[config.mk]
export PLATFORM = sky130hd
export DESIGN_NAME = boot_rom_arbiter_flat
export DESIGN_NICKNAME = d
export VERILOG_FILES = /design/src/rtl/boot_rom_arbiter_if.sv /design/src/rtl/boot_rom_arbiter.sv /design/src/flat_wrapper.sv
export SDC_FILE = /design/constraint.sdc
export NUM_CORES = 1
export LEC_CHECK = 0
export BUFFER_PORTS_ARGS = -buffer_cell sky130_fd_sc_hd__buf_4
export CAP_MARGIN = 20
export CORE_MARGIN = 3
export CORE_UTILIZATION = 48
export DETAILED_ROUTE_END_ITERATION = 8
export GPL_ROUTABILITY_DRIVEN = 0
export GPL_TIMING_DRIVEN = 0
export PLACE_DENSITY_LB_ADDON = 0.25
export RECOVER_POWER = 50
export SLEW_MARGIN = 30
export SYNTH_ARGS = -nofsm -noshare
export SYNTH_HDL_FRONTEND = slang
export SYNTH_SLANG_ARGS = --single-unit
[constraint.sdc]
create_clock -name clk_i -period 3.7 [get_ports clk_i]
set_input_delay 1.11 -clock clk_i [delete_from_list [all_inputs] [get_ports clk_i]]
set_output_delay 1.11 -clock clk_i [all_outputs]
set_load 0.005 [all_outputs]
[src/rtl/boot_rom_arbiter_if.sv]
// Bus bundle between the CPU fetch/load ports, the boot ROM and the
// boot_rom_arbiter. The arbiter uses the slave modport. The CPU and ROM side
// uses the master modport.
//
// Handshake: a requester raises *_req_i with *_addr_i and holds both stable
// until *_gnt_o is seen high in the same cycle. A request and its grant in
// cycle N form one transfer. *_rvalid_o is high in cycle N+1 with *_rdata_o.
// There is no backpressure on the response, so the requester must take
// rvalid whenever it is high.
interface boot_rom_arbiter_if #(
  parameter int ADDR_W = 10,
  parameter int DATA_W = 32
);
  logic              ibus_req_i;
  logic [31:0]       ibus_addr_i;
  logic              ibus_gnt_o;
  logic              ibus_rvalid_o;
  logic [DATA_W-1:0] ibus_rdata_o;

  logic              dbus_req_i;
  logic [31:0]       dbus_addr_i;
  logic              dbus_gnt_o;
  logic              dbus_rvalid_o;
  logic [DATA_W-1:0] dbus_rdata_o;

  logic [ADDR_W-1:0] rom_addr_o;
  logic [DATA_W-1:0] rom_q_i;

  // Debug view of the response-owner state (0 idle, 1 ibus, 2 dbus).
  logic [1:0]        rsp_state_o;

  modport slave (
    input  ibus_req_i, ibus_addr_i, dbus_req_i, dbus_addr_i, rom_q_i,
    output ibus_gnt_o, ibus_rvalid_o, ibus_rdata_o,
    output dbus_gnt_o, dbus_rvalid_o, dbus_rdata_o,
    output rom_addr_o, rsp_state_o
  );

  modport master (
    output ibus_req_i, ibus_addr_i, dbus_req_i, dbus_addr_i, rom_q_i,
    input  ibus_gnt_o, ibus_rvalid_o, ibus_rdata_o,
    input  dbus_gnt_o, dbus_rvalid_o, dbus_rdata_o,
    input  rom_addr_o, rsp_state_o
  );
endinterface

[src/rtl/boot_rom_arbiter.sv]
// boot_rom_arbiter: shares the single sync-read boot ROM port (1-cycle
// latency) between the instruction-fetch bus (ibus) and the data bus (dbus).
// It accepts one request per cycle and returns the response one cycle later.
//
// Optional feature macro: ROM_ARB_RR_EN. When it is defined, round-robin
// arbitration on conflict replaces fixed priority. When it is undefined, dbus
// has fixed priority, and an ibus starvation counter forces an ibus grant
// after STARVE_MAX lost cycles.
module boot_rom_arbiter #(
  parameter int ADDR_W     = 10,
  parameter int DATA_W     = 32,
  parameter int STARVE_MAX = 4
) (
  input  logic                clk_i,
  input  logic                rst_ni,
  boot_rom_arbiter_if.slave   bus
);

  typedef enum logic [1:0] {
    RSP_IDLE = 2'd0,
    RSP_IBUS = 2'd1,
    RSP_DBUS = 2'd2
  } rsp_state_e;

  rsp_state_e        rsp_state_q, rsp_state_d;
  logic              ibus_gnt, dbus_gnt;
  logic              ibus_wins_conflict;
  logic [ADDR_W-1:0] ibus_word, dbus_word;
  logic [ADDR_W-1:0] rom_addr, rom_addr_q;
  logic [DATA_W-1:0] ibus_rdata_q, dbus_rdata_q;

  // The ROM is word addressed. Byte-lane bits and bits above the ROM depth
  // are dropped, so an out-of-range address wraps.
  assign ibus_word = bus.ibus_addr_i[ADDR_W+1:2];
  assign dbus_word = bus.dbus_addr_i[ADDR_W+1:2];

  logic unused_addr_bits;
  assign unused_addr_bits = ^{bus.ibus_addr_i[31:ADDR_W+2], bus.ibus_addr_i[1:0],
                              bus.dbus_addr_i[31:ADDR_W+2], bus.dbus_addr_i[1:0]};

`ifdef ROM_ARB_RR_EN
  // 0 = ibus was granted last, 1 = dbus. The reset value favours dbus first.
  logic last_gnt_dbus_q;

  assign ibus_wins_conflict = last_gnt_dbus_q;

  // Remember the most recent grantee so the other port wins the next conflict.
  always_ff @(posedge clk_i or negedge rst_ni) begin
    if (!rst_ni) begin
      last_gnt_dbus_q <= 1'b0;
    end else if (ibus_gnt) begin
      last_gnt_dbus_q <= 1'b0;
    end else if (dbus_gnt) begin
      last_gnt_dbus_q <= 1'b1;
    end
  end
`else
  localparam logic [7:0] STARVE_LIM = 8'(STARVE_MAX);

  logic [7:0] starve_cnt_q, starve_cnt_d;

  assign ibus_wins_conflict = (starve_cnt_q == STARVE_LIM);

  // Count cycles in which ibus waits. Clear when it is served or withdraws.
  always_comb begin
    starve_cnt_d = '0;
    if (bus.ibus_req_i && !ibus_gnt) begin
      if (starve_cnt_q >= STARVE_LIM) begin
        starve_cnt_d = STARVE_LIM;
      end else begin
        starve_cnt_d = starve_cnt_q + 8'd1;
      end
    end
  end

  // Starvation counter register.
  always_ff @(posedge clk_i or negedge rst_ni) begin
    if (!rst_ni) begin
      starve_cnt_q <= '0;
    end else begin
      starve_cnt_q <= starve_cnt_d;
    end
  end
`endif

  // Grant decision. A lone requester always wins, and nothing is granted
  // while reset is asserted.
  always_comb begin
    ibus_gnt = 1'b0;
    dbus_gnt = 1'b0;
    if (rst_ni) begin
      if (bus.ibus_req_i && bus.dbus_req_i) begin
        ibus_gnt = ibus_wins_conflict;
        dbus_gnt = !ibus_wins_conflict;
      end else begin
        ibus_gnt = bus.ibus_req_i;
        dbus_gnt = bus.dbus_req_i;
      end
    end
  end

  // ROM address mux. Without a grant the address holds, so the ROM never
  // sees a spurious new address.
  always_comb begin
    rom_addr = rom_addr_q;
    if (ibus_gnt) begin
      rom_addr = ibus_word;
    end else if (dbus_gnt) begin
      rom_addr = dbus_word;
    end
  end

  // Hold the last granted address for idle cycles.
  always_ff @(posedge clk_i or negedge rst_ni) begin
    if (!rst_ni) begin
      rom_addr_q <= '0;
    end else if (ibus_gnt || dbus_gnt) begin
      rom_addr_q <= rom_addr;
    end
  end

  // Next response owner is whoever was granted this cycle.
  always_comb begin
    rsp_state_d = RSP_IDLE;
    if (ibus_gnt) begin
      rsp_state_d = RSP_IBUS;
    end else if (dbus_gnt) begin
      rsp_state_d = RSP_DBUS;
    end
  end

  // Owner register. Reset drops any response that is in flight.
  always_ff @(posedge clk_i or negedge rst_ni) begin
    if (!rst_ni) begin
      rsp_state_q <= RSP_IDLE;
    end else begin
      rsp_state_q <= rsp_state_d;
    end
  end

  // Capture each port's delivered word so rdata holds while that port is idle.
  always_ff @(posedge clk_i or negedge rst_ni) begin
    if (!rst_ni) begin
      ibus_rdata_q <= '0;
      dbus_rdata_q <= '0;
    end else begin
      if (rsp_state_q == RSP_IBUS) ibus_rdata_q <= bus.rom_q_i;
      if (rsp_state_q == RSP_DBUS) dbus_rdata_q <= bus.rom_q_i;
    end
  end

  assign bus.ibus_gnt_o    = ibus_gnt;
  assign bus.dbus_gnt_o    = dbus_gnt;
  assign bus.rom_addr_o    = rom_addr;
  assign bus.ibus_rvalid_o = (rsp_state_q == RSP_IBUS);
  assign bus.dbus_rvalid_o = (rsp_state_q == RSP_DBUS);
  assign bus.ibus_rdata_o  = (rsp_state_q == RSP_IBUS) ? bus.rom_q_i : ibus_rdata_q;
  assign bus.dbus_rdata_o  = (rsp_state_q == RSP_DBUS) ? bus.rom_q_i : dbus_rdata_q;
  assign bus.rsp_state_o   = rsp_state_q;

endmodule

[src/flat_wrapper.sv]
// flat-port wrapper written by rule: the top's interface ports become plain ports
module boot_rom_arbiter_flat 
#(
  parameter int ADDR_W     = 10,
  parameter int DATA_W     = 32,
  parameter int STARVE_MAX = 4
)
  (clk_i, rst_ni, bus_ibus_req_i, bus_ibus_addr_i, bus_dbus_req_i, bus_dbus_addr_i, bus_rom_q_i, bus_ibus_gnt_o, bus_ibus_rvalid_o, bus_ibus_rdata_o, bus_dbus_gnt_o, bus_dbus_rvalid_o, bus_dbus_rdata_o, bus_rom_addr_o, bus_rsp_state_o);
  boot_rom_arbiter_if #(.ADDR_W(ADDR_W), .DATA_W(DATA_W)) bus_i ();
  input  logic clk_i;
  input  logic rst_ni;
  input wire logic [$bits(bus_i.ibus_req_i)-1:0] bus_ibus_req_i;
  input wire logic [$bits(bus_i.ibus_addr_i)-1:0] bus_ibus_addr_i;
  input wire logic [$bits(bus_i.dbus_req_i)-1:0] bus_dbus_req_i;
  input wire logic [$bits(bus_i.dbus_addr_i)-1:0] bus_dbus_addr_i;
  input wire logic [$bits(bus_i.rom_q_i)-1:0] bus_rom_q_i;
  output wire logic [$bits(bus_i.ibus_gnt_o)-1:0] bus_ibus_gnt_o;
  output wire logic [$bits(bus_i.ibus_rvalid_o)-1:0] bus_ibus_rvalid_o;
  output wire logic [$bits(bus_i.ibus_rdata_o)-1:0] bus_ibus_rdata_o;
  output wire logic [$bits(bus_i.dbus_gnt_o)-1:0] bus_dbus_gnt_o;
  output wire logic [$bits(bus_i.dbus_rvalid_o)-1:0] bus_dbus_rvalid_o;
  output wire logic [$bits(bus_i.dbus_rdata_o)-1:0] bus_dbus_rdata_o;
  output wire logic [$bits(bus_i.rom_addr_o)-1:0] bus_rom_addr_o;
  output wire logic [$bits(bus_i.rsp_state_o)-1:0] bus_rsp_state_o;
  assign bus_i.ibus_req_i = bus_ibus_req_i;
  assign bus_i.ibus_addr_i = bus_ibus_addr_i;
  assign bus_i.dbus_req_i = bus_dbus_req_i;
  assign bus_i.dbus_addr_i = bus_dbus_addr_i;
  assign bus_i.rom_q_i = bus_rom_q_i;
  assign bus_ibus_gnt_o = bus_i.ibus_gnt_o;
  assign bus_ibus_rvalid_o = bus_i.ibus_rvalid_o;
  assign bus_ibus_rdata_o = bus_i.ibus_rdata_o;
  assign bus_dbus_gnt_o = bus_i.dbus_gnt_o;
  assign bus_dbus_rvalid_o = bus_i.dbus_rvalid_o;
  assign bus_dbus_rdata_o = bus_i.dbus_rdata_o;
  assign bus_rom_addr_o = bus_i.rom_addr_o;
  assign bus_rsp_state_o = bus_i.rsp_state_o;
  boot_rom_arbiter #(.ADDR_W(ADDR_W), .DATA_W(DATA_W), .STARVE_MAX(STARVE_MAX)) u_core (.clk_i(clk_i), .rst_ni(rst_ni), .bus(bus_i));
endmodule
Word level (Yosys, flattened, before mapping)
Index checks and enable logic that the tools add are counted.
Widths: inputs -> output; s select.

storage, ports and cells
  register bits = 84

cells by class
  reductions and logical operators = 5
  mux-type cells = 12
  $lt $le $gt $ge = 1
  equal/unequal tests = 3
  add/sub/neg operators = 1

operator list
  operator             number
  $mux 32              2
  $mux 10              2
  $mux 8               2
  $add 8x1->8 const B  1
  $eq 8x3->1 const B   1
  $ge 8x3->1 const B   1
  $mux 1               4
  $mux 2               2
  $eq 2x1->1 const B   1
  $eq 2x2->1 const B   1
  $logic_and 1x1->1    2
  $logic_not 1->1      2
  $logic_or 1x1->1     1

Longest topological paths before layout
  word-level depth = 6
  depth in mapped cells = 6
  depth with buffers taken out = 5

Worst setup path after synthesis
No wires, ideal clock.

  kind = input -> output
  from = input bus_dbus_req_i
  to = output bus_rom_addr_o[1]
  stages on the path = 5
  data arrival time = 1891 ps
  slack = 699 ps
  cells stage by stage = and2_1 > buf_2 > nand2_1 > o21ai_0 > a221o_2

between the ends
  word-level cells in the longest chain between the ends = 5
  elaborated cells between the ends (all ways) = 7
  classes of those cells = mux: 6; reduce/logical: 1

ends and longest elaborated chain
  what               RTL line                 RTL
  start, declared    flat_wrapper.sv:14       input wire logic [$bits(bus_i.dbus_req_i)-1:0] bus_dbus_req_i;
  $logic_and 1x1->1  boot_rom_arbiter.sv:92   if (bus.ibus_req_i && bus.dbus_req_i) begin
  $mux 1             boot_rom_arbiter.sv:92
  $mux 1             boot_rom_arbiter.sv:91   if (rst_ni) begin
  $mux 10            boot_rom_arbiter.sv:108  end else if (dbus_gnt) begin
  $mux 10 *          boot_rom_arbiter.sv:106  if (ibus_gnt) begin
  end, declared      flat_wrapper.sv:23       output wire logic [$bits(bus_i.rom_addr_o)-1:0] bus_rom_addr_o;

Mark *: on every way between the ends. The rest lies on a longest branch, timed or not.

Final worst setup path
  from = input rst_ni
  to = output bus_rom_addr_o[7]

between the ends
  word-level cells in the longest chain between the ends = 3
  elaborated cells between the ends (all ways) = 4
  classes of those cells = mux: 4

ends and longest elaborated chain
  what             RTL line                 RTL
  start, declared  flat_wrapper.sv:11       input logic rst_ni;
  $mux 1           boot_rom_arbiter.sv:91
  $mux 10          boot_rom_arbiter.sv:108
  $mux 10 *        boot_rom_arbiter.sv:106

Marks and branches as above.

==> summary.md <==
| Metric | Value |
|---|---|
| Outcome | `complete, but fails checks` |
| Failing checks | `max-capacitance violations, max-slew violations` |
| Root Buffer | `clkbuf_8` |
| Number of vias per cell | `5.13` |
| Clock power frac | `28.4%` |
| CP required | `2.59 ns` |
| Synthesis-to-finish area growth | `39.6%` |
| Adder-Cell Fraction of Synth Area | `0.724%` |
| Post-CTS Setup Bufs | `0` |
| Startpoint types | `input pin` |
| DP Cell Count | `475` |
| Number of synthesized flops with an enable pin | `0` |
| Post-synthesis compound-gate area fraction | `10.7%` |
| First-pass GRT wire length | `13.2 mm` |
| Synth Instances | `240` |
| Clk_lat worst skew | `0.34 ns` |
| WP buf/inv | `4` |
| # IOs | `180` |
| Gr ovfl total | `0` |
| Core box area | `6870 µm²` |
| Setup-failing EPs final | `0` |
| RSZ-0062 raised after global routing | `false` |
| Crit end category | `output pin` |
| Sw frac | `24.6%` |
| Comb pwr share | `25.2%` |
| Simple-Gate Fraction of Synth Area | `3.37%` |
| Initial Utilization | `50.3%` |
| Top-area cell type share of the netlist area | `60.8%` |
| Synthesized flop and latch total | `84` |
| CP max stage delay | `0.40 ns` |
| Clock Path Buffers | `2` |
| Worst vdd ir | `325 µV` |
| Leak | `2.27 nW` |
| Tcrit/Tclk final | `95.9%` |
| 1st-pass router iterations | `4` |
| CTS tree | `done` |
| XOR/XNOR share of the synthesized area | `0%` |
| Worst Slack Setup Final | `0.151 ns` |
| CP max stage cell | `a221o_2` |
| Primary FF master, synth | `dfrtp_1` |
| Switching Power | `0.000587 W` |
| Worst-path clk slew | `0.07 ns` |
| Most common cell in the netlist | `dfrtp_1` |
| # hold bufs at CTS | `0` |
| FF-to-FF setup slack | `1.91 ns` |
| Starting DRC count in detailed routing | `61` |
| Die ar. | `8250 µm²` |
| Post-Route Utilization | `70.2%` |
| Largest net degree at the start of global routing | `44` |
| Clock sink total | `84` |
| Mux share of post-synthesis cell area | `20.9%` |
| Crit path kind | `in -> out` |
| PD cells | `495 nW/µm²` |
| Unique masters post-synth | `23` |
| Sequential share of power | `46.4%` |
| Top cells by count, synth | `84 x dfrtp_1, 64 x mux2_2, 19 x o21ai_0, 17 x a221o_2, 12 x nand2_1` |
| Largest family of logic cells by synthesized area | `multiplexers` |
| Worst-case clock skew | `0.00786 ns` |
| Max Cap Viol | `1` |
| Final ANT Viol Nets | `0` |
| Post-route DRC | `0` |
| Final critical-path required period | `3.55 ns` |
| DR vias | `2509` |
| Final Max Tran Viols | `44` |
| Worst path top cell family by delay | `buffers and inverters` |
| Vias in the first global route | `2684` |
| Post-synth ARST share | `100%` |
| Crit path DAT | `2.44 ns` |
| CP Max Fanout | `43` |
| Worst rel slew slack | `-48.3%` |
| Buffers on Ports | `135` |
| Nets | `492` |
| Row Count | `30` |
| Wirelength, routed | `8.02 mm` |
| Int Pwr | `0.00180 W` |
| Worst-Margin Slew | `2.23 ns` |
| Syn Area/Cell | `14.4 µm²` |
| Post-synthesis sequential area ratio | `60.8%` |
| Synthesized area | `3450 µm²` |
| Crit-path cells | `buf_16 -> inv_1 -> a211oi_4 -> buf_6 -> a221o_2 -> buf_4` |
| Cell taking the most area after synthesis | `dfrtp_1` |
| Final-report hold violation count | `0` |
| DIE WIDTH | `90.8 µm` |
| Post-DP HPWL | `5.59 mm` |
| Initial antenna violation count | `0` |
| Ranking of synthesized cells by area | `dfrtp_1 61%, mux2_2 21%, a221o_2 5.5%, o21ai_0 2.8%, buf_6 1.3%` |
| Diodes inserted | `0` |
| Layout cell share with drive strength beyond 1 | `52.9%` |
| WL per Instance | `16.4 µm` |
| Fmax | `282 MHz` |
| Vert. Die Dim | `90.8 µm` |
| Class of the worst hold path | `reg -> reg` |
| Yosys warning count | `0` |
| Tot GR Track Use | `20.2%` |
| H-tree Lvls | `3` |
| DP Worst Slack | `-0.441 ns` |
| Total CTS buffers | `9` |
| Post-route insts no fill | `489` |
-- worst paths after layout --
check | startpoint | end | cells past startpoint
worst max-delay path | rst_ni | bus_rom_addr_o[7] | 6
worst min-delay path | u_core.starve_cnt_q[0] | u_core.starve_cnt_q[0] | 1
worst min register to register | u_core.starve_cnt_q[0] | u_core.starve_cnt_q[0] | 1
worst max register to register | u_core.bus.rsp_state_o[1] | u_core.ibus_rdata_q[2] | 4
max in group asynchronous | rst_ni | u_core.dbus_rdata_q[30] | 1
min in group asynchronous | rst_ni | u_core.dbus_rdata_q[25] | 1
-- layout by cell type (no fill, tap or decap), drive strengths merged --
cell,instances
a211oi,1
a221o,20
and2,1
buf,142
bufinv,2
clkbuf,17
clkinv,3
conb,5
dfrtp,84
ha,2
inv,6
mux2,64
nand2,12
nand2b,1
nand4,1
nor2,2
nor2b,1
nor3,3
nor4,2
o21a,3
o21ai,21
-- what timing repair did --
| item | CTS | global route |
|---|---|---|
| endpoints found under the hold margin | 0 | 0 |
| resized for setup | 3 | 0 |
| endpoints found under the setup margin | 11 | 5 |
| gates cloned | 1 | 0 |
-- cell families after synthesis --
family / Yosys count
multiplexers: 64
AND/OR/NAND/NOR: 23
adder cells (fa/ha/maj): 2
other: 1
buffers and inverters: 21
AO/OA/AOI/OAI: 45
flip-flops: 84
-- sequential cells by signal (all words and copies together), names as in the netlist --
register	cells
u_core.dbus_rdata_q	32
u_core.ibus_rdata_q	32
u_core.rom_addr_q	10
u_core.starve_cnt_q	8
u_core.bus.rsp_state_o	2
-- per-layer routing --
metal | up-vias | global-route usage (%) | wire length (µm)
met4 | 0 | 6.41 | 73
met3 | 7 | 4.92 | 468
met1 | 1256 | 25.3 | 3300
met5 | - | 0 | 0
met2 | 81 | 34.5 | 4180
li1 | 1165 | - | -
-- power groups by stage --
stage | registers [W] | logic [W] | clock network [W]
global placement | 0.00112 | 0.000609 | 0
floorplan | 0.00111 | 0.000269 | 0
finish | 0.00111 | 0.000601 | 0.000677
CTS | 0.00111 | 0.000632 | 0.000698
global route | 0.00113 | 0.000660 | 0.000740
detailed placement | 0.00113 | 0.000623 | 0
-- through the flow --
stage	power (W)	area [µm²]	hold WS, ns	setup TNS, ns
2_1_floorplan	0.00138	3470	0.441	0
3_3_place_gp	0.00173	4600	0.462	-6.61
3_5_place_dp	0.00175	4610	0.474	-3.88
4_1_cts	0.00244	4860	0.485	0
5_1_grt	0.00253	4820	0.506	0
6_report	0.00239	4820	0.487	0
-- area by class of cell --
cell class / instances / area [µm²]
Sequential cell: 84 / 2100
Tap cell: 96 / 120
Clock buffer: 9 / 124
Fill cell: 533 / 2050
Timing Repair Buffer: 136 / 1040
Clock inverter: 5 / 78.8
Inverter: 6 / 22.5
Buffer: 14 / 86.3
Multi-Input combinational cell: 139 / 1250
Power figures use the tool's default switching activity.
